## src/rtl/csr_exec_if.sv

```systemverilog
// Bundle between the CSR execute sequencer and its neighbours: decode issue,
// CSR-file strobes and writeback result handshake.
interface csr_exec_if;
  logic        instr_valid;
  logic        instr_ready;
  logic [2:0]  funct3;
  logic [11:0] csr_num;
  logic [31:0] rs1_value;
  logic [4:0]  rs1_zimm;
  logic [4:0]  rd_index;

  logic [11:0] csr_num_out;
  logic        read_csr;
  logic        write_csr;
  logic [2:0]  write_function;
  logic [31:0] write_value;
  logic [31:0] csr_read_value;
  logic        csr_illegal;

  logic        result_valid;
  logic        result_ready;
  logic [4:0]  rd_index_out;
  logic [31:0] rd_value;
  logic        rd_write_enable;
  logic        exception;
  logic        instr_retired;

  modport master (
    output instr_valid, funct3, csr_num, rs1_value, rs1_zimm, rd_index,
           csr_read_value, csr_illegal, result_ready,
    input  instr_ready, csr_num_out, read_csr, write_csr, write_function,
           write_value, result_valid, rd_index_out, rd_value,
           rd_write_enable, exception, instr_retired
  );

  modport slave (
    input  instr_valid, funct3, csr_num, rs1_value, rs1_zimm, rd_index,
           csr_read_value, csr_illegal, result_ready,
    output instr_ready, csr_num_out, read_csr, write_csr, write_function,
           write_value, result_valid, rd_index_out, rd_value,
           rd_write_enable, exception, instr_retired
  );
endinterface

```

## src/rtl/csr_exec_unit.sv

```systemverilog
// Zicsr execute sequencer: latches one CSR op, strobes the CSR file for the
// read and/or write it needs, and hands the old value back to writeback.
module csr_exec_unit #(
  parameter logic [1:0] PRIV_LEVEL = 2'b11
) (
  input  logic       clock_i,
  input  logic       reset_i,
  input  logic       flush_i,
  csr_exec_if.slave  bus
);

  typedef enum logic [1:0] {S_IDLE, S_READ, S_WRITE, S_RESP} state_e;

  state_e      state_q, state_d;
  logic [2:0]  funct3_q, funct3_d;
  logic [11:0] csr_q, csr_d;
  logic [31:0] src_q, src_d;
  logic [31:0] old_q, old_d;
  logic [4:0]  rd_q, rd_d;
  logic        exc_q, exc_d;
  logic        no_read_q, no_read_d;
  logic        no_write_q, no_write_d;

  logic        accept;
  logic        rd_strobe, wr_strobe;
  logic [31:0] in_src;
  logic        in_rw, in_no_read, in_no_write;
  logic [2:0]  priv_diff;
  logic        in_illegal;
  logic        resp;

  function automatic logic [31:0] csr_new_value(input logic [1:0]  kind,
                                                input logic [31:0] old,
                                                input logic [31:0] src);
    case (kind)
      2'b01:   csr_new_value = src;
      2'b10:   csr_new_value = old | src;
      default: csr_new_value = old & ~src;
    endcase
  endfunction

  assign in_src      = bus.funct3[2] ? {27'b0, bus.rs1_zimm} : bus.rs1_value;
  assign in_rw       = (bus.funct3[1:0] == 2'b01);
  assign in_no_read  = in_rw && (bus.rd_index == 5'd0);
  assign in_no_write = !in_rw && (bus.rs1_zimm == 5'd0);
  // Borrow out of PRIV_LEVEL - csr_num[9:8] means the CSR needs more privilege.
  assign priv_diff   = {1'b0, PRIV_LEVEL} - {1'b0, bus.csr_num[9:8]};
  assign in_illegal  = (bus.funct3[1:0] == 2'b00) || priv_diff[2] ||
                       (!in_no_write && (bus.csr_num[11:10] == 2'b11));

  assign bus.instr_ready = (state_q == S_IDLE) && !flush_i;
  assign accept          = bus.instr_valid && bus.instr_ready;

  always_ff @(posedge clock_i) begin
    if (reset_i) begin
      state_q    <= S_IDLE;
      funct3_q   <= 3'd0;
      csr_q      <= 12'd0;
      src_q      <= 32'd0;
      old_q      <= 32'd0;
      rd_q       <= 5'd0;
      exc_q      <= 1'b0;
      no_read_q  <= 1'b0;
      no_write_q <= 1'b0;
    end else begin
      state_q    <= state_d;
      funct3_q   <= funct3_d;
      csr_q      <= csr_d;
      src_q      <= src_d;
      old_q      <= old_d;
      rd_q       <= rd_d;
      exc_q      <= exc_d;
      no_read_q  <= no_read_d;
      no_write_q <= no_write_d;
    end
  end

  always_comb begin
    state_d    = state_q;
    funct3_d   = funct3_q;
    csr_d      = csr_q;
    src_d      = src_q;
    old_d      = old_q;
    rd_d       = rd_q;
    exc_d      = exc_q;
    no_read_d  = no_read_q;
    no_write_d = no_write_q;
    rd_strobe  = 1'b0;
    wr_strobe  = 1'b0;

    case (state_q)
      S_IDLE: begin
        if (accept) begin
          funct3_d   = bus.funct3;
          csr_d      = bus.csr_num;
          src_d      = in_src;
          old_d      = 32'd0;
          rd_d       = bus.rd_index;
          exc_d      = in_illegal;
          no_read_d  = in_no_read;
          no_write_d = in_no_write;
          if (in_illegal)      state_d = S_RESP;
          else if (in_no_read) state_d = S_WRITE;
          else                 state_d = S_READ;
        end
      end
      S_READ: begin
        rd_strobe = 1'b1;
        if (bus.csr_illegal) begin
          exc_d   = 1'b1;
          state_d = S_RESP;
        end else begin
          old_d   = bus.csr_read_value;
          state_d = no_write_q ? S_RESP : S_WRITE;
        end
      end
      S_WRITE: begin
        wr_strobe = 1'b1;
        if (bus.csr_illegal) exc_d = 1'b1;
        state_d = S_RESP;
      end
      S_RESP: begin
        if (bus.result_ready) state_d = S_IDLE;
      end
      default: state_d = S_IDLE;
    endcase

    // A redirect kills the op outright, including a strobe already due this cycle.
    if (flush_i) begin
      state_d   = S_IDLE;
      rd_strobe = 1'b0;
      wr_strobe = 1'b0;
    end
  end

  assign resp = (state_q == S_RESP) && !flush_i && !reset_i;

  assign bus.read_csr        = rd_strobe && !reset_i;
  assign bus.write_csr       = wr_strobe && !reset_i;
  assign bus.csr_num_out     = csr_q;
  assign bus.write_function  = funct3_q;
  assign bus.write_value     = csr_new_value(funct3_q[1:0], old_q, src_q);
  assign bus.result_valid    = resp;
  assign bus.rd_index_out    = rd_q;
  assign bus.rd_value        = old_q;
  assign bus.rd_write_enable = resp && !exc_q && !no_read_q && (rd_q != 5'd0);
  assign bus.exception       = resp && exc_q;
  assign bus.instr_retired   = resp && bus.result_ready && !exc_q;

endmodule

```

## src/flat_wrapper.sv

```systemverilog
// flat-port wrapper written by rule: the top's interface ports become plain ports
module csr_exec_unit_flat 
#(
  parameter logic [1:0] PRIV_LEVEL = 2'b11
)
  (clock_i, reset_i, flush_i, bus_instr_valid, bus_funct3, bus_csr_num, bus_rs1_value, bus_rs1_zimm, bus_rd_index, bus_csr_read_value, bus_csr_illegal, bus_result_ready, bus_instr_ready, bus_csr_num_out, bus_read_csr, bus_write_csr, bus_write_function, bus_write_value, bus_result_valid, bus_rd_index_out, bus_rd_value, bus_rd_write_enable, bus_exception, bus_instr_retired);
  csr_exec_if bus_i ();
  input  logic clock_i;
  input  logic reset_i;
  input  logic flush_i;
  input wire logic [$bits(bus_i.instr_valid)-1:0] bus_instr_valid;
  input wire logic [$bits(bus_i.funct3)-1:0] bus_funct3;
  input wire logic [$bits(bus_i.csr_num)-1:0] bus_csr_num;
  input wire logic [$bits(bus_i.rs1_value)-1:0] bus_rs1_value;
  input wire logic [$bits(bus_i.rs1_zimm)-1:0] bus_rs1_zimm;
  input wire logic [$bits(bus_i.rd_index)-1:0] bus_rd_index;
  input wire logic [$bits(bus_i.csr_read_value)-1:0] bus_csr_read_value;
  input wire logic [$bits(bus_i.csr_illegal)-1:0] bus_csr_illegal;
  input wire logic [$bits(bus_i.result_ready)-1:0] bus_result_ready;
  output wire logic [$bits(bus_i.instr_ready)-1:0] bus_instr_ready;
  output wire logic [$bits(bus_i.csr_num_out)-1:0] bus_csr_num_out;
  output wire logic [$bits(bus_i.read_csr)-1:0] bus_read_csr;
  output wire logic [$bits(bus_i.write_csr)-1:0] bus_write_csr;
  output wire logic [$bits(bus_i.write_function)-1:0] bus_write_function;
  output wire logic [$bits(bus_i.write_value)-1:0] bus_write_value;
  output wire logic [$bits(bus_i.result_valid)-1:0] bus_result_valid;
  output wire logic [$bits(bus_i.rd_index_out)-1:0] bus_rd_index_out;
  output wire logic [$bits(bus_i.rd_value)-1:0] bus_rd_value;
  output wire logic [$bits(bus_i.rd_write_enable)-1:0] bus_rd_write_enable;
  output wire logic [$bits(bus_i.exception)-1:0] bus_exception;
  output wire logic [$bits(bus_i.instr_retired)-1:0] bus_instr_retired;
  assign bus_i.instr_valid = bus_instr_valid;
  assign bus_i.funct3 = bus_funct3;
  assign bus_i.csr_num = bus_csr_num;
  assign bus_i.rs1_value = bus_rs1_value;
  assign bus_i.rs1_zimm = bus_rs1_zimm;
  assign bus_i.rd_index = bus_rd_index;
  assign bus_i.csr_read_value = bus_csr_read_value;
  assign bus_i.csr_illegal = bus_csr_illegal;
  assign bus_i.result_ready = bus_result_ready;
  assign bus_instr_ready = bus_i.instr_ready;
  assign bus_csr_num_out = bus_i.csr_num_out;
  assign bus_read_csr = bus_i.read_csr;
  assign bus_write_csr = bus_i.write_csr;
  assign bus_write_function = bus_i.write_function;
  assign bus_write_value = bus_i.write_value;
  assign bus_result_valid = bus_i.result_valid;
  assign bus_rd_index_out = bus_i.rd_index_out;
  assign bus_rd_value = bus_i.rd_value;
  assign bus_rd_write_enable = bus_i.rd_write_enable;
  assign bus_exception = bus_i.exception;
  assign bus_instr_retired = bus_i.instr_retired;
  csr_exec_unit #(.PRIV_LEVEL(PRIV_LEVEL)) u_core (.clock_i(clock_i), .reset_i(reset_i), .flush_i(flush_i), .bus(bus_i));
endmodule
```

## config.mk

```make
export PLATFORM = sky130hd
export DESIGN_NAME = csr_exec_unit_flat
export DESIGN_NICKNAME = d
export VERILOG_FILES = /design/src/rtl/csr_exec_if.sv /design/src/rtl/csr_exec_unit.sv /design/src/flat_wrapper.sv
export SDC_FILE = /design/constraint.sdc
export NUM_CORES = 1
export LEC_CHECK = 0
export ABC_AREA = 1
export BUFFER_PORTS_ARGS = -buffer_cell sky130_fd_sc_hd__buf_4
export CAP_MARGIN = 25
export CORE_ASPECT_RATIO = 0.5
export CORE_MARGIN = 2
export CORE_UTILIZATION = 48
export CTS_CLUSTER_DIAMETER = 80
export CTS_CLUSTER_SIZE = 14
export DETAILED_ROUTE_END_ITERATION = 12
export GPL_TIMING_DRIVEN = 0
export PLACE_DENSITY = 0.81
export SYNTH_ARGS = -nofsm -noshare
export SYNTH_HDL_FRONTEND = slang
export SYNTH_SLANG_ARGS = --single-unit
export TNS_END_PERCENT = 5
```

## constraint.sdc

```tcl
create_clock -name clock_i -period 2 [get_ports clock_i]
set_clock_uncertainty 0.1 [all_clocks]
set_input_delay 0.3 -clock clock_i [delete_from_list [all_inputs] [get_ports clock_i]]
set_output_delay 0.3 -clock clock_i [all_outputs]
set_load 0.02 [all_outputs]
```

==> run metrics, run 1 <==
status=finished with violations; failing checks=negative setup slack; GRT overflow=0; cts bufs inserted=9; register area=1790 µm²; Syn Nets=720; worst relative slew slack=a little under three fifths; Post-Route WL=14.3 mm; dpl hpwl=between 10 and 15 mm; Max Fanout on Critical Path=8; final cycle utilization of the critical path=106%; Top cell by count, worst path=buf_4; Data arrival, critical path=between 1.5 and 2 ns; CTS tree=done; Synth Warn #=0; Core ar.=a little under 9000 µm²; worst r2r src=u_core.state_q[0]; IO Pins=about 190; Setup WS post-layout=-0.115 ns; Global Route Usage Sum=approximately 29%; vias in the first global route=around 4700; Power Density=723 nW/µm²; DIE AREA=slightly below 10000 µm²; ant diodes=0; Via Count=about 5000; multi-input logic area=2170 µm²; Mean Syn Cell Area=roughly 6.9 µm²; Final Net Count=~900; Crit. End Element=output pin; DR WL/cell=~15 µm; placement row count=24; worst stage delay on the critical path=0.33 ns; min Tclk post-route=approximately 2.1 ns; drt pass-1 iters=10; Worst Hold Class=in2reg; CP Data Required Time=1.60 ns; clk root buf=clkbuf_16; CTS max path bufs=2; max cap viols=0; register bit total from synthesis=89; Mapped Area=about 4300 µm²; FF-to-FF End=u_core.src_q[17]; Hold Crit Start=bus_rs1_value[23]; reg-to-reg setup timing slack=approximately 0.060 ns; CP Cell Sequence=inv_2 -> ha_4 -> nor2_4 -> buf_12 -> buf_4 -> a221oi_2 -> buf_4; sequential share of the synthesized area=a little over two fifths; H-tree Lvls=3; first-pass GRT wire length=between 20 and 25 mm; FMAX=0.473 GHz; synth unique cells=24; RSZ-0062 raised after global routing=yes; largest net degree at the start of global routing=13; Final setup viols=31; CP max-delay cell=dfxtp_2; hold depth=3; Critical Path Source Type=register; share of cells above drive strength 1=a little under a third; Tightest Pin Transition=0.639 ns; Clock Sinks=between 80 and 90; static leakage=a little under 0.003 µW; Hold Path End=u_core.src_q[23]; vias per cell=approximately 5.3; initial antenna violation count=0; Max Slew Vio Count=0; ANT nets after route=0; Power, Total=4670 µW; first-iteration detailed-routing DRC count=between 300 and 400; Initial Utilization=49.2%; die height=slightly above 70 µm; P&R area growth vs syn=51.3%; hold buffer count at cts=0; worst skew pair latency=roughly 0.33 ns; clock-pin slew of the registers on the worst-case setup and hold paths=roughly 0.060 ns; worst r2r path cells=8; # DRC=0; Die Wd=137 µm; number of I/O port buffers=approximately 180; critical setup path kind=reg2out; final hold violations=0; cell count after synthesis=about 620; fill count=663; Placer Congestion=around 0.88; maximum VDD drop=approximately 0.56 mV; pre-CTS setup slack=-0.322 ns
[power by group]
group	total (µW)	leakage [µW]	switching (µW)	internal, µW
sequential	1910	0.000724	60.2	1850
clock	1550	0.000129	649	899
combinational	1210	0.00212	678	536
[layer usage]
| layer | GRT usage (%) | vias to the layer above | wire, µm |
|---|---|---|---|
| met4 | 8.82 | 0 | 307 |
| li1 | - | 2423 | - |
| met1 | 37.9 | 2330 | 6030 |
| met3 | 5.23 | 31 | 964 |
| met5 | 0 | - | 0 |
| met2 | 50.5 | 208 | 7040 |
[layout make-up]
type	instances	area share [%]
timing repair buffer	193	24.8
clock buffer	14	4.09
inverter	57	3.35
multi-input combinational	431	33.6
sequential	89	27.7
buffer	39	4.30
tap	117	2.27
[through the flow]
stage               area, µm²  hold slack (ns)  util (%)  std cells  TNS, ns
finish                   6460            0.111      74.4        940    -1.87
global route             6460            0.109      74.4        940    -4.25
CTS                      6390            0.108      73.7        940    -1.82
detailed placement       5810            0.356      66.9        918   -11.91
global placement         5810            0.351      66.9        918    -9.98
floorplan                4280            0.343         -        617    -2.32
[worst max-delay path, delay by kind of cell, from the launching register on]
family	cells	cell delay, ns
buffers and inverters	4	0.51
AOI/OAI and AO/OA	1	0.21
DFF	1	0.33
adders and majority gates	1	0.29
and+or+nand+nor	1	0.04
[sequential cells by signal, indices dropped and copies added (netlist names)]
register                   flops
u_core.bus.write_function      3
u_core.no_write_q              1
u_core.exc_q                   1
u_core.bus.rd_index_out        5
u_core.no_read_q               1
u_core.src_q                  32
u_core.state_q                 2
u_core.bus.csr_num_out        12
u_core.bus.rd_value           32
[how the worst max path moves through the flow]
stage	startpoint	endpoint	slack (ns)	cells past startpoint
3_3_place_gp	u_core.bus.write_function[0]	bus_write_value[15]	-0.31	9
6_report	u_core.bus.write_function[0]	bus_write_value[30]	-0.12	7
2_1_floorplan	u_core.bus.write_function[0]	bus_write_value[10]	-0.08	8
4_1_cts	u_core.bus.write_function[0]	bus_write_value[30]	-0.09	7
3_5_place_dp	u_core.bus.write_function[0]	bus_write_value[15]	-0.32	9
5_1_grt	u_core.bus.write_function[0]	bus_write_value[3]	-0.17	9
[Yosys cell counts]
master,n,share of area (%)
a21oi_1,77,9.0
a221oi_1,1,0.21
a22oi_1,13,2.3
a311oi_1,1,0.21
buf_1,3,0.26
buf_2,6,0.70
buf_6,3,0.79
clkbuf_1,28,2.5
dfxtp_1,89,42
ha_1,8,2.3
inv_1,55,4.8
inv_2,2,0.18
mux2i_1,5,1.2
nand2_1,199,17
nand2_2,2,0.29
nand2_4,1,0.26
nand3_1,35,4.1
nor2_1,34,3.0
nor2_4,2,0.53
nor3_1,3,0.35
o211ai_1,31,5.5
o21a_1,1,0.18
o21ai_0,17,2.0
or2_2,1,0.15
[cell usage in the layout (no fill, tap or decap), types with 2 or more instances in the layout]
| cell type | n |
|---|---|
| buf_4 | 163 |
| dfxtp_1 | 85 |
| inv_1 | 53 |
| dfxtp_2 | 4 |
| ha_2 | 3 |
| nor2_1 | 32 |
| o21ai_0 | 17 |
| nor3_1 | 3 |
| buf_6 | 35 |
| nor2_4 | 3 |
| clkbuf_16 | 9 |
| mux2i_1 | 5 |
| nand3_1 | 35 |
| nand2_2 | 10 |
| ha_1 | 4 |
| clkbuf_1 | 19 |
| nand2_4 | 2 |
| buf_8 | 6 |
| nand2_1 | 190 |
| o211ai_1 | 31 |
| buf_2 | 5 |
| clkbuf_8 | 6 |
| a21oi_1 | 76 |
| inv_2 | 3 |
| a22oi_1 | 13 |
[logic make-up after synthesis]
family | synth area share [%]
and+or+nand+nor | 26.2
adders and majority gates | 2.34
AOI/OAI and AO/OA | 19.3
DFF | 41.7
buffers and inverters | 9.23
muxes | 1.17
[timing repair]
item / 4_1_cts / 5_1_grt
gates cloned: 3 / 0
setup endpoints to repair: 66 / 94
pin swaps: 2 / 1
setup buffers: 6 / 0
resized for setup: 73 / 30
(Power assumes the default switching activity.)
==> run 2, diff against run 1 <==
--- a/config.mk
+++ b/config.mk
@@ -10,12 +10,13 @@
 export CAP_MARGIN = 25
 export CORE_ASPECT_RATIO = 0.5
 export CORE_MARGIN = 2
-export CORE_UTILIZATION = 48
+export CORE_UTILIZATION = 40
 export CTS_CLUSTER_DIAMETER = 80
 export CTS_CLUSTER_SIZE = 14
 export DETAILED_ROUTE_END_ITERATION = 12
 export GPL_TIMING_DRIVEN = 0
-export PLACE_DENSITY = 0.81
+export PLACE_DENSITY = 0.69
+export RECOVER_POWER = 100
 export SYNTH_ARGS = -nofsm -noshare
 export SYNTH_HDL_FRONTEND = slang
 export SYNTH_SLANG_ARGS = --single-unit
==> constraint.sdc (replaced) <==
create_clock -name clock_i -period 2.15 [get_ports clock_i]
set_clock_uncertainty 0.1 [all_clocks]
set_input_delay 0.3225 -clock clock_i [delete_from_list [all_inputs] [get_ports clock_i]]
set_output_delay 0.3225 -clock clock_i [all_outputs]
set_load 0.02 [all_outputs]
==> run 2 against run 1 <==
Against the previous run:
- the run now ends clean
- first-iteration DRC count is 42% lower
- die area is 19% higher
- combinational power is 13% lower
- hold slack worse by 0.0015 ns
- global-route usage is 5.5 points lower
- sequential power is 7% lower
- cell area is 3.3% lower
- core utilization is 14 points lower
- non-clock buffer count is 2 lower
- critical path type unchanged
- largest power group unchanged
==> run metrics, run 2 (synthesized netlist as in run 1, its figures left out) <==
critical setup path kind=reg2out; status=completed; CP top delay family=buffers and inverters; Data arrival, critical path=1.71 ns; Critical Path Source Type=register; vias per cell=4.99; die height=~77 µm; min Tclk post-route=2.13 ns; ant diodes=0; number of I/O port buffers=approximately 180; reg-to-reg setup timing slack=about 0.090 ns; Max Fanout on Critical Path=6; Top cell by count, worst path=buf_6; most common cell after layout, fill and taps aside=nand2_1; fin area=between 6000 and 7000 µm²; Final Net Count=slightly above 900; Final setup viols=0; initial antenna violation count=0; highest-count cells in the layout ignoring fill and taps=195 x nand2_1, 105 x buf_4, 86 x dfxtp_1; H-tree Lvls=3; Crit. End Element=output pin; Worst Hold Class=in2reg; largest net degree at the start of global routing=14; FMAX=about 0.47 GHz; first-pass GRT wire length=21.8 mm; Buf/Inv on CP=5; first-iteration detailed-routing DRC count=between 150 and 200; RSZ-0062 raised after global routing=yes; final hold violations=0; final cycle utilization of the critical path=between 90 and 100%; worst skew pair latency=0.34 ns; static leakage=about 0.0027 µW; Placer Congestion=between 0.8 and 0.9; clock-pin slew of the registers on the worst-case setup and hold paths=roughly 0.070 ns; worst relative slew slack=59.6%; Tightest Pin Transition=just over 0.6 ns; CTS tree=done; clk root buf=clkbuf_16; Global Route Usage Sum=about a quarter; CP Cell Sequence=inv_2 -> ha_4 -> nor2_4 -> buf_6 -> buf_8 -> nand2_1 -> o211ai_1 -> inv_1 -> buf_6; share of cells above drive strength 1=23.6%; Clock Sinks=89; GRT overflow=0; setup tns final=0 ns; vias in the first global route=4334; max cap viols=0; maximum VDD drop=roughly 0.47 mV; CP max-delay cell=dfxtp_2; Post-Route WL=roughly 14 mm; Via Count=4802; Cell Area, Placed=5830 µm²; Die Wd=about 150 µm; cts bufs inserted=9; P&R area growth vs syn=46.3%; drt pass-1 iters=4; DR WL/cell=about 15 µm; dpl hpwl=about 10 mm; # DRC=0; Initial Utilization=41.5%; IO Pins=about 190; worst stage delay on the critical path=between 0.3 and 0.4 ns; hold buffer count at cts=0; Power Density=just over 700 nW/µm²; DIE AREA=approximately 12000 µm²; CTS max path bufs=2; Max Slew Vio Count=0; ANT nets after route=0; Core ar.=10300 µm²; placement row count=26; CP Data Required Time=approximately 1.7 ns
## run 2: timing repair
| item | CTS | global route |
|---|---|---|
| endpoints found under the setup margin | 38 | 57 |
| pin swaps | 2 | 2 |
| cloned | 3 | 0 |
| gates resized for setup | 32 | 58 |
| buffers inserted | 3 | 1 |
## run 2: power by group
group | internal, µW | leakage (µW) | switching (µW)
registers | 1720 | 0.000724 | 54.3
logic | 438 | 0.00186 | 607
clock network | 1020 | 0.000158 | 637
## run 2: final timing paths
path                               endpoint  cells after the start                         start
hold / removal             u_core.src_q[27]                      3             bus_rs1_value[27]
hold reg to reg   u_core.bus.csr_num_out[6]                      2     u_core.bus.csr_num_out[6]
setup / recovery         bus_write_value[5]                      9  u_core.bus.write_function[0]
setup reg to reg     u_core.bus.rd_value[9]                     11             u_core.state_q[0]
## run 2: cell type report
type | count | area (µm²)
clock inverter | 2 | 35.0
multi-input combinational | 431 | 2140
buffer | 39 | 238
tap | 140 | 175
fill | 1015 | 4040
timing repair buffer | 191 | 1380
sequential | 89 | 1790
clock buffer | 13 | 280
inverter | 57 | 214
## run 2: worst reg2reg max path, cell delays in order, from the launching register on
cell and delay, ns:
dfxtp_1 0.35, inv_1 0.12, ha_1 0.27, inv_2 0.06
nor2_4 0.11, nand2_4 0.10, nand2_1 0.12, nand2_2 0.14
inv_2 0.17, buf_4 0.19, nand3_1 0.08, a21oi_1 0.16
## run 2: through the flow
| step | setup slack [ns] | cells | hold slack, ns | util (%) | total power [µW] |
|---|---|---|---|---|---|
| after global routing | -0.0588 | 962 | 0.124 | 60.7 | 4660 |
| after floorplan | 0.0188 | 617 | 0.351 | - | 2330 |
| after global placement | -0.363 | 941 | 0.353 | 56.7 | 2730 |
| final | 0.0152 | 962 | 0.110 | 60.7 | 4470 |
| after CTS | -0.0151 | 961 | 0.113 | 61.1 | 4470 |
| after detailed placement | -0.358 | 941 | 0.356 | 56.7 | 2750 |
## run 2: layer usage
metal / routed length [µm] / GRT usage, % / vias to the layer above
met5: 0 / 0 / -
met1: 6460 / 32.6 / 2237
met3: 769 / 4.40 / 20
li1: - / - / 2412
met2: 6570 / 38.9 / 133
met4: 211 / 6.04 / 0
==> run 3, diff against run 2 <==
--- a/config.mk
+++ b/config.mk
@@ -15,7 +15,7 @@
 export CTS_CLUSTER_SIZE = 14
 export DETAILED_ROUTE_END_ITERATION = 12
 export GPL_TIMING_DRIVEN = 0
-export PLACE_DENSITY = 0.69
+export PLACE_DENSITY = 0.72
 export RECOVER_POWER = 100
 export SYNTH_ARGS = -nofsm -noshare
 export SYNTH_HDL_FRONTEND = slang
==> run 3 against run 2 <==
Against the previous run:
- the flow now finishes with violations (negative setup slack)
- critical path depth unchanged
- total power down 1.8%
- hold slack gained 0.0061 ns
- cell count fell by 0.10%
- combinational power is essentially flat
- clock power shrank 7%
- maximum frequency down 3.5%
==> run metrics, run 3 (synthesized netlist as in run 1, its figures left out) <==
dpl hpwl=~11 mm; CTS max path bufs=2; die height=between 70 and 80 µm; maximum VDD drop=around 0.45 mV; cts bufs inserted=9; Max Slew Vio Count=0; RSZ-0062 raised after global routing=yes; Final setup viols=23; Hold Path End=u_core.src_q[20]; clock-pin slew of the registers on the worst-case setup and hold paths=roughly 0.060 ns; first-iteration detailed-routing DRC count=just under 300; worst relative slew slack=54.9%; worst skew pair latency=0.34 ns; failing checks=negative setup slack; Global Route Usage Sum=between 20% and 30%; H-tree Lvls=3; fin area=roughly 6300 µm²; worst r2r path cells=11; Data arrival, critical path=approximately 1.8 ns; placement row count=26; CP Data Required Time=~1.7 ns; Worst Hold Class=in2reg; final hold violations=0; initial antenna violation count=0; largest net degree at the start of global routing=14; max cap viols=0; Max Fanout on Critical Path=6; status=finished with violations; ANT nets after route=0; Via Count=4845; Core ar.=10300 µm²; Final Net Count=~920; static leakage=a little under 0.003 µW; CTS tree=done; vias in the first global route=around 4600; share of cells above drive strength 1=28.0%; register area=~1800 µm²; clk root buf=clkbuf_16; Post-Route WL=14.8 mm; worst r2r src=u_core.state_q[0]; pre-CTS setup slack=-0.394 ns; final cycle utilization of the critical path=103%; min Tclk post-route=roughly 2.2 ns; first-pass GRT wire length=23.2 mm; FMAX=0.452 GHz; Critical Path Source Type=register; # DRC=0; GRT overflow=0; hold depth=3; reg-to-reg setup timing slack=roughly 0.13 ns; critical setup path kind=reg2out; vias per cell=around 5.0; Setup WS post-layout=-0.0626 ns; DIE AREA=11600 µm²; Crit. End Element=output pin; FF-to-FF End=u_core.bus.rd_value[6]; drt pass-1 iters=4; Hold Crit Start=bus_rs1_value[20]; final core occ=between 60 and 70%; Die Wd=~150 µm; Placer Congestion=a little under 0.9; ant diodes=0; highest-count cells in the layout ignoring fill and taps=198 x nand2_1, 141 x buf_4, 85 x dfxtp_1; DR WL/cell=roughly 15 µm; number of I/O port buffers=184; multi-input logic area=between 2000 and 2500 µm²; P&R area growth vs syn=48.7%; IO Pins=between 150 and 200; Clock Sinks=89; Initial Utilization=41.5%; Power Density=a little under 700 nW/µm²; most common cell after layout, fill and taps aside=nand2_1; Cell Area, Placed=a little under 6000 µm²; Tightest Pin Transition=0.676 ns; fill count=973
-- run 3: how the worst max path moves through the flow --
stage,from,to,slack (ns),depth (start not counted)
3_5_place_dp,u_core.bus.write_function[0],bus_write_value[19],-0.39,9
6_report,u_core.bus.write_function[0],bus_write_value[20],-0.06,9
2_1_floorplan,u_core.bus.write_function[0],bus_write_value[10],0.02,8
3_3_place_gp,u_core.bus.write_function[0],bus_write_value[19],-0.36,9
5_1_grt,u_core.bus.write_function[0],bus_write_value[5],-0.14,9
4_1_cts,u_core.bus.write_function[0],bus_write_value[5],-0.03,9
-- run 3: critical path: stages, from the launching register on --
cell and delay [ns]:
dfxtp_2 0.36, inv_2 0.06, ha_4 0.25, nor2_4 0.15, buf_12 0.14, clkbuf_8 0.14, nand2_1 0.05, o211ai_1 0.08
inv_1 0.09, buf_6 0.13
-- run 3: repair_timing --
item                       in CTS  in global routing
hold buffers                    0                  0
pin swaps                       2                  1
setup endpoints to repair      34                 59
cloned                          3                  0
buffers inserted                2                  0
resized for setup              51                 29
-- run 3: final cells by class --
type	count	area share [%]
well taps	140	2.76
flip-flops and latches	89	28.1
clock inverters	2	0.158
clock buffers	14	4.47
inverters	57	3.37
multi-input cells	431	33.5
repair buffers	189	23.8
plain buffers	39	3.80
-- run 3: per-stage QoR --
step | total power, µW | std cells | hold slack, ns | setup TNS, ns
detailed placement | 2750 | 941 | 0.355 | -10.42
floorplan | 2330 | 617 | 0.351 | 0
finish | 4390 | 961 | 0.116 | -0.618
global route | 4570 | 961 | 0.112 | -2.83
global placement | 2730 | 941 | 0.353 | -9.23
CTS | 4380 | 961 | 0.112 | -0.395
-- run 3: per-layer routing --
metal | up-vias | routed length, µm | part of all wire [%] | GRT usage, %
li1 | 2417 | - | - | -
met3 | 22 | 797 | 5.4 | 5.12
met5 | - | 0 | 0 | 0
met1 | 2254 | 6470 | 44 | 33.0
met2 | 152 | 7230 | 49 | 42.3
met4 | 0 | 255 | 1.7 | 7.74
-- run 3: where the power goes --
part	switching, µW	internal [µW]
Clock	643	907
Combinational	615	453
Sequential	57.1	1720
